--- src/rtl/alu_req_arbiter.sv ---
// alu_req_arbiter
//
// Shares one combinational alu_8bit between NUM_REQ requesters. Requests are
// granted round-robin, the winner's operands and opcode are registered onto the
// ALU inputs, and one cycle later the ALU result and carry are captured. They
// are then returned to the winner with a valid/ready handshake.
//
// Parameters
//   NUM_REQ       number of requesters (2..8)
//   RESP_TIMEOUT  cycles in RESP without resp_ready before the response is
//                 dropped; 0 disables the timeout
//
// Optional feature
//   ALU_FLAGS_EN  when defined, resp_flags = {S, Z, P, CY}. S is result[7].
//                 Z is set when result == 0. P is set on even parity of
//                 result. CY is the carry. When undefined, resp_flags is
//                 {3'b000, carry}.
//
// Ports
//   clk, rst_n                     rising-edge clock, async active-low reset
//   req_valid / req_ready          per-requester request handshake
//                                  (req_ready is one-hot, only in IDLE)
//   req_operand_a/_b, req_operation  packed per-requester operands/opcode
//   resp_valid / resp_ready        per-requester response handshake
//   resp_result, resp_carry,
//   resp_flags                     captured response data
//   resp_timeout                   1-cycle pulse when a response is dropped
//   alu_operand_a/_b,
//   alu_operation                  registered drive to alu_8bit
//   alu_result, alu_carry_out      combinational return from alu_8bit
//   busy                           high whenever an op is in flight
//   grant_id                       index of the current or last grant

module alu_req_arbiter #(
    parameter int NUM_REQ      = 2,
    parameter int RESP_TIMEOUT = 16
) (
    input  logic                       clk,
    input  logic                       rst_n,
    input  logic [NUM_REQ-1:0]         req_valid,
    output logic [NUM_REQ-1:0]         req_ready,
    input  logic [NUM_REQ*8-1:0]       req_operand_a,
    input  logic [NUM_REQ*8-1:0]       req_operand_b,
    input  logic [NUM_REQ*4-1:0]       req_operation,
    output logic [NUM_REQ-1:0]         resp_valid,
    input  logic [NUM_REQ-1:0]         resp_ready,
    output logic [7:0]                 resp_result,
    output logic                       resp_carry,
    output logic [3:0]                 resp_flags,
    output logic                       resp_timeout,
    output logic [7:0]                 alu_operand_a,
    output logic [7:0]                 alu_operand_b,
    output logic [3:0]                 alu_operation,
    input  logic [7:0]                 alu_result,
    input  logic                       alu_carry_out,
    output logic                       busy,
    output logic [$clog2(NUM_REQ)-1:0] grant_id
);

    localparam int IDW  = $clog2(NUM_REQ);
    localparam int CNTW = (RESP_TIMEOUT > 1) ? $clog2(RESP_TIMEOUT) : 1;

    typedef enum logic [1:0] {
        IDLE = 2'd0,
        EXEC = 2'd1,
        RESP = 2'd2
    } state_t;

    state_t          state;
    state_t          state_next;
    logic [IDW-1:0]  rr_ptr;
    logic [IDW-1:0]  winner;
    logic [IDW-1:0]  cand;
    logic [IDW-1:0]  next_ptr;
    logic            winner_found;
    logic [CNTW-1:0] resp_cnt;
    logic            handshake;
    logic            timeout_hit;
    logic [3:0]      flags_next;

    logic [7:0] op_a_arr [NUM_REQ];
    logic [7:0] op_b_arr [NUM_REQ];
    logic [3:0] op_c_arr [NUM_REQ];

    for (genvar i = 0; i < NUM_REQ; i++) begin : g_unpack
        assign op_a_arr[i] = req_operand_a[i*8 +: 8];
        assign op_b_arr[i] = req_operand_b[i*8 +: 8];
        assign op_c_arr[i] = req_operation[i*4 +: 4];
    end

    // Round-robin search: first valid requester at or above rr_ptr, wrapping.
    always_comb begin
        winner       = '0;
        winner_found = 1'b0;
        cand         = '0;
        for (int off = 0; off < NUM_REQ; off++) begin
            cand = IDW'((int'(rr_ptr) + off) % NUM_REQ);
            if (!winner_found && req_valid[cand]) begin
                winner_found = 1'b1;
                winner       = cand;
            end
        end
    end

    assign next_ptr = (grant_id == IDW'(NUM_REQ - 1)) ? '0 : grant_id + 1'b1;

`ifdef ALU_FLAGS_EN
    assign flags_next = {alu_result[7], (alu_result == 8'h00), ~^alu_result, alu_carry_out};
`else
    assign flags_next = {3'b000, alu_carry_out};
`endif

    // A handshake in the same cycle as the timeout wins, so the timeout is
    // qualified by the absence of resp_ready from the granted requester.
    always_comb begin
        state_next  = state;
        req_ready   = '0;
        resp_valid  = '0;
        handshake   = 1'b0;
        timeout_hit = 1'b0;
        unique case (state)
            IDLE: begin
                if (winner_found) begin
                    req_ready[winner] = 1'b1;
                    state_next        = EXEC;
                end
            end
            EXEC: begin
                state_next = RESP;
            end
            RESP: begin
                resp_valid[grant_id] = 1'b1;
                handshake            = resp_ready[grant_id];
                if (RESP_TIMEOUT != 0) begin
                    timeout_hit = !handshake && (resp_cnt == CNTW'(RESP_TIMEOUT - 1));
                end
                if (handshake || timeout_hit) begin
                    state_next = IDLE;
                end
            end
            default: begin
                state_next = IDLE;
            end
        endcase
    end

    // ALU inputs and response data are only loaded on their own transitions,
    // so they hold the last op after it completes.
    always_ff @(posedge clk or negedge rst_n) begin
        if (!rst_n) begin
            state         <= IDLE;
            rr_ptr        <= '0;
            grant_id      <= '0;
            alu_operand_a <= '0;
            alu_operand_b <= '0;
            alu_operation <= '0;
            resp_result   <= '0;
            resp_carry    <= 1'b0;
            resp_flags    <= '0;
            resp_timeout  <= 1'b0;
            resp_cnt      <= '0;
        end else begin
            state        <= state_next;
            resp_timeout <= timeout_hit;
            unique case (state)
                IDLE: begin
                    if (winner_found) begin
                        alu_operand_a <= op_a_arr[winner];
                        alu_operand_b <= op_b_arr[winner];
                        alu_operation <= op_c_arr[winner];
                        grant_id      <= winner;
                    end
                end
                EXEC: begin
                    resp_result <= alu_result;
                    resp_carry  <= alu_carry_out;
                    resp_flags  <= flags_next;
                    resp_cnt    <= '0;
                end
                RESP: begin
                    if (handshake || timeout_hit) begin
                        rr_ptr <= next_ptr;
                    end else begin
                        resp_cnt <= resp_cnt + 1'b1;
                    end
                end
                default: begin
                end
            endcase
        end
    end

    assign busy = (state != IDLE);

endmodule

--- config.mk ---
export PLATFORM = sky130hd
export DESIGN_NAME = alu_req_arbiter
export DESIGN_NICKNAME = d
export VERILOG_FILES = /design/src/rtl/alu_req_arbiter.sv
export SDC_FILE = /design/constraint.sdc
export NUM_CORES = 1
export LEC_CHECK = 0
export CORE_MARGIN = 2
export CORE_UTILIZATION = 40
export DETAILED_ROUTE_END_ITERATION = 10
export GPL_TIMING_DRIVEN = 0
export HOLD_SLACK_MARGIN = 0.06
export PLACE_DENSITY_LB_ADDON = 0.2
export SLEW_MARGIN = 5
export SYNTH_ARGS = -nofsm -noshare
export SYNTH_HDL_FRONTEND = slang
export SYNTH_SLANG_ARGS = --single-unit
--- constraint.sdc ---
create_clock -name clk -period 1.85 [get_ports clk]
set_input_delay 0.185 -clock clk [delete_from_list [all_inputs] [get_ports clk]]
set_output_delay 0.185 -clock clk [all_outputs]
set_load 0.02 [all_outputs]
==> results of run 1 <==
[worst max-delay path, cell delays in order (launching register included)]
cell	delay, ns
dfrtp_1	0.38
buf_6	0.15
nor2_8	0.15
inv_2	0.08
clkdlybuf4s50_1	0.55
[state kept, by name, indices dropped and copies added, names as in the netlist]
signal and count:
alu_operand_a 8, alu_operand_b 8, resp_result 8, alu_operation 4, resp_cnt 4, state 2
grant_id 1, resp_flags 1, resp_timeout 1, rr_ptr 1
[power breakdown]
group | internal [mW] | switching (mW)
combinational | 1.29 | 1.35
sequential | 1.21 | 0.259
clock | 0.397 | 0.296
[cell usage in the layout (no fill, tap or decap), types with 3 or more instances in the layout]
cell type	instances
dfrtp_1	37
clkdlybuf4s50_1	85
o211ai_1	16
inv_1	5
nand2_1	7
conb_1	3
buf_4	6
a31oi_1	16
mux2_2	9
clkbuf_8	5
a221o_1	5
o21ai_0	15
clkbuf_1	6
a21oi_1	17
nand3_1	3
a21boi_0	5
buf_2	5
[cell usage after synthesis (3+ instances only)]
cell type and number:
inv_1 5, nand2_1 7, o21ai_0 15, nand3_1 3, a31oi_1 16, clkbuf_1 6, o211ai_1 16, mux2_2 9
dfrtp_1 38, buf_4 5, a21boi_0 5, a21oi_1 17, buf_2 3, a221o_1 5
[final timing paths]
kind	start	cells after the start	endpoint
worst min-delay path	req_valid[1]	3	alu_operand_a[6]$_DFFE_PN0P_
max in group asynchronous	rst_n	3	state[0]$_DFFE_PN0P_
worst min register to register	resp_result[4]$_DFFE_PN0P_	1	resp_result[4]$_DFFE_PN0P_
worst max register to register	rr_ptr$_DFFE_PN0P_	5	alu_operand_b[1]$_DFFE_PN0P_
min in group asynchronous	rst_n	3	resp_timeout$_DFF_PN0_
worst max-delay path	state[1]$_DFFE_PN0P_	4	busy
[logic make-up (layout without fill, tap and decap cells)]
logic type	Yosys count	after routing	synth area share, %
mux	12	12	7.10
other cells	1	3	0.195
fa+ha+maj	1	1	0.651
simple gates	26	26	8.92
compound gates	80	80	27.2
buf+inv	23	124	6.44
flops	38	38	49.5
[cell type report]
type | count | area, µm² | share of cell area, %
clock inverter | 3 | 40.0 | 1.31
sequential | 38 | 952 | 31.2
timing repair buffer | 93 | 927 | 30.4
clock buffer | 5 | 68.8 | 2.26
multi-input combinational | 122 | 870 | 28.5
tap | 54 | 67.6 | 2.22
buffer | 17 | 101 | 3.32
inverter | 6 | 22.5 | 0.739
[what timing repair did]
item	4_1_cts	5_1_grt
gates resized for setup	12	1
setup endpoints to repair	4	1
pin swaps	2	0
hold endpoints to repair	38	0
setup buffers	1	0
hold buffers	1	0
[metal layers]
metal  global-route usage (%)  vias to the layer above  part of all wire [%]
met3                     5.35                       10                   6.5
li1                         -                      885                     -
met1                     27.3                      864                    43
met5                        0                        -                     0
met2                     32.1                       79                    49
met4                     6.46                        0                   1.6
==> metrics, run 1 <==
status finished clean; final worst-path setup slack 0.0647 ns; DR pass1 iterations 4; fin nets 339; synth warn 0; grt ovf 0; Post-Place Worst Slack -0.312 ns; final worst path period need approximately 1.8 ns; leakage power 1.23 nW; clk root buf clkbuf_8; CP Max Fanout 10; initial antenna violation count 0; Routed Antenna Nets 0; ys async rst share 100%; RSZ-0062 raised after global routing false; Initial Utilization 41.0%; Ports 95; global-route wire length before repair 8480 µm; CTS H-tree lvls 2; port bufs 90; register clock-pin slew on the reported worst setup and hold paths 0.08 ns; Die Ht 73.3 µm; CP Data Required Time 1.66 ns; synthesized flop and latch total 38; Std-Cell Rows 25; pin count of the biggest net entering global routing 39; Max clock buf depth 2; sequential fraction of the synthesis area roughly 49%; HP Class input port to flop; vias in the first global route 1777; Post-DP Area 2910 µm²; TritonCTS Buffers 5; Clock Skews 0.00616 ns; Worst Hold Slack 0.282 ns; total number of vias approximately 1800; CTS tree yes; final WL 5190 µm; top_reg_cell synth dfrtp_1; final hold viol count 0; fmax around 560 MHz; post-synthesis average cell area between 10 and 15 µm²; Power per Cell Area 1570 nW/µm²; Sink Count 38; Post-synth EDFFs 0; Crit path arrival time between 1.5 and 2 ns; period utilization 96.5%; Die Span X roughly 73 µm; Global Route Usage Sum 20.3%; R2R setup slack 0.29 ns; Clock Latency Late Sink between 0.2 and 0.3 ns; DR iter-0 viols 74; WL per Instance 15.3 µm; core area 4690 µm²; layout overhead on the synthesized area 58.7%; max-cap violations 0; fin cells 338; Power Total ~4.8 mW; critical path type flop to output port; Yosys top cell by area dfrtp_1; layout cells sized above 1 between 15 and 20%; Setup-failing EPs final 0; Distinct cells, synth 40; worst relative slew slack around 68%; Synth Instances 181; placed cells 328; GPL Wtd Cong 0.795; Final Max Tran Viols 0; synth top area cells dfrtp_1 (49%), o211ai_1 (6.3%), mux2_2 (5.3%), a31oi_1 (5.2%), a21oi_1 (4.4%); DRC 0; peak supply drop 746 µV; worst slew pin tran 0.465 ns; Die Footprint 5380 µm²; fill cell total of the finished layout 405; Finished Cell Area 3050 µm²; Startpoint Class flop; antenna cells 0; Vias/cell 5.44; synthesized cell area between 1500 and 2000 µm²; dpl hpwl 3790 µm; post-synth top area share 49.5%; Critical Path Sink Type output port; setup_tns 0 ns; Layout Utilization 65.0%
Note: power is estimated with default switching activity, not from simulation.
==> inputs of run 2 (changes only) <==
==> constraint.sdc (replaced) <==
create_clock -name clk -period 1.81 [get_ports clk]
set_input_delay 0.181 -clock clk [delete_from_list [all_inputs] [get_ports clk]]
set_output_delay 0.181 -clock clk [all_outputs]
set_load 0.02 [all_outputs]
==> metrics, run 2 (synthesis gave the netlist of run 1 again) <==
status finished clean; global-route wire length before repair 8480 µm; Sink Count 38; Startpoint Class flop; RSZ-0062 raised after global routing false; Worst Hold Path Cells 3; fill cell total of the finished layout 402; CP top delay family flip-flops; largest registers alu_operand_a x8, alu_operand_b x8, resp_result x8; Critical Path Sink Type output port; initial antenna violation count 0; CP Data Required Time 1.63 ns; Ports 95; grt ovf 0; peak supply drop 760 µV; Max clock buf depth 2; Clock Latency Late Sink about 0.29 ns; DR iter-0 viols 74; dpl hpwl 3790 µm; port bufs 90; pin count of the biggest net entering global routing 39; Die Footprint 5380 µm²; fin nets 341; commonest non-fill, non-tap cells in the layout clkdlybuf4s50_1 (84), dfrtp_1 (37), a21oi_1 (17), o211ai_1 (16), a31oi_1 (16); Die Ht 73.3 µm; Final Max Tran Viols 0; storage element area 952 µm²; final worst-path setup slack a little under 0.1 ns; Post-Place Worst Slack -0.344 ns; worst slew pin tran 0.465 ns; final worst path period need approximately 1.7 ns; layout overhead on the synthesized area 59.6%; worst relative slew slack 68.1%; leakage power 1.25 nW; TritonCTS Buffers 5; core area between 4000 and 5000 µm²; worst flop-to-flop path startpoint rr_ptr$_DFFE_PN0P_; final hold viol count 0; period utilization between 90 and 100%; CP Max Fanout 7; WHS Endpoint alu_operand_a[6]$_DFFE_PN0P_; Max stage delay on crit path approximately 0.48 ns; CTS tree yes; R2R cell count 5; DR pass1 iterations 4; Crit path arrival time approximately 1.5 ns; GPL Wtd Cong a little under 0.8; total number of vias 1849; Reg2Reg Capture Point alu_operand_b[1]$_DFFE_PN0P_; HP Class input port to flop; register clock-pin slew on the reported worst setup and hold paths 0.08 ns; CP cell instances nor2_8 -> inv_2 -> a211oi_4 -> buf_6; vias in the first global route 1777; WL per Instance 15.3 µm; Initial Utilization 41.0%; Std-Cell Rows 25; CTS H-tree lvls 2; Die Span X 73.3 µm; Clock Skews about 0.0061 ns; fmax 584 MHz; max-cap violations 0; layout cells sized above 1 roughly 16%; Layout Utilization 65.4%; crit path buf inv count 2; clk root buf clkbuf_8; Routed Antenna Nets 0; slowest stage cell, crit path dfrtp_2; Setup-failing EPs final 0; leading cell type in the layout, fill and taps excluded clkdlybuf4s50_1; critical path type flop to output port; Hold Crit Start req_valid[1]; Global Route Usage Sum approximately a fifth; R2R setup slack between 0.2 and 0.25 ns; final WL 5200 µm; multi-input logic area a little under 900 µm²; DRC 0; Vias/cell 5.44; antenna cells 0; Power per Cell Area 1610 nW/µm²
[run 2: changes by cell type in the layout (fill, tap and decap cells not counted)]
cell,before,now
clkdlybuf4s15_2,1,0
buf_6,2,3
dlymetal6s2s_1,0,1
buf_4,6,8
clkdlybuf4s50_1,85,84
[run 2: power by group]
group	internal, mW	switching, mW
clock network	0.406	0.304
registers	1.24	0.264
logic	1.35	1.39
[run 2: per-stage QoR]
stage	cells	hold WS [ns]	TNS, ns	cell area, µm²	power, mW
2_1_floorplan	183	-0.115	0	1930	3.01
3_3_place_gp	327	0.489	-14.78	2900	4.16
3_5_place_dp	328	0.162	-0.617	2910	4.21
4_1_cts	338	0.276	0	3050	4.95
5_1_grt	340	0.289	0	3070	5.26
6_report	340	0.276	0	3070	4.95
[run 2: cell type report]
cell class | instances | area share (%)
clock inverters | 3 | 1.31
well taps | 54 | 2.20
inverters | 6 | 0.734
flip-flops and latches | 38 | 31.0
plain buffers | 17 | 3.30
clock buffers | 5 | 2.24
repair buffers | 95 | 30.8
multi-input cells | 122 | 28.4
[run 2: timing repair]
item                                    in CTS  in global routing
hold buffers                                 1                  0
gates cloned                                 0                  0
pin swaps                                    2                  2
buffers inserted                             1                  2
endpoints found under the setup margin       4                  3
hold endpoints to repair                    38                  0
resized for setup                           12                  5
[run 2: worst reg2reg max path: cells and delay by family, from the launching register on]
| family | cells | cell delay (ns) |
|---|---|---|
| buffers and inverters | 2 | 0.48 |
| AND/OR/NAND/NOR | 1 | 0.29 |
| AO/OA/AOI/OAI | 2 | 0.34 |
| flip-flops | 1 | 0.38 |
[run 2: layer usage]
layer	global-route usage, %	up-vias	wire length [µm]
li1	-	892	-
met4	6.46	0	81
met5	0	-	0
met2	32.1	83	2550
met1	27.3	864	2230
met3	5.35	10	336
[run 2: worst max path at each step]
stage	start	to	slack, ns	depth (start not counted)
2_1_floorplan	state[1]$_DFFE_PN0P_	alu_operand_a[7]$_DFFE_PN0P_	0.26	5
3_3_place_gp	rst_n	alu_operand_b[3]$_DFFE_PN0P_	-0.38	1
3_5_place_dp	req_valid[0]	req_ready[1]	-0.34	4
4_1_cts	state[1]$_DFFE_PN0P_	busy	0.006	4
5_1_grt	state[1]$_DFFE_PN0P_	req_ready[0]	0.03	5
6_report	state[0]$_DFFE_PN0P_	req_ready[0]	0.1	4
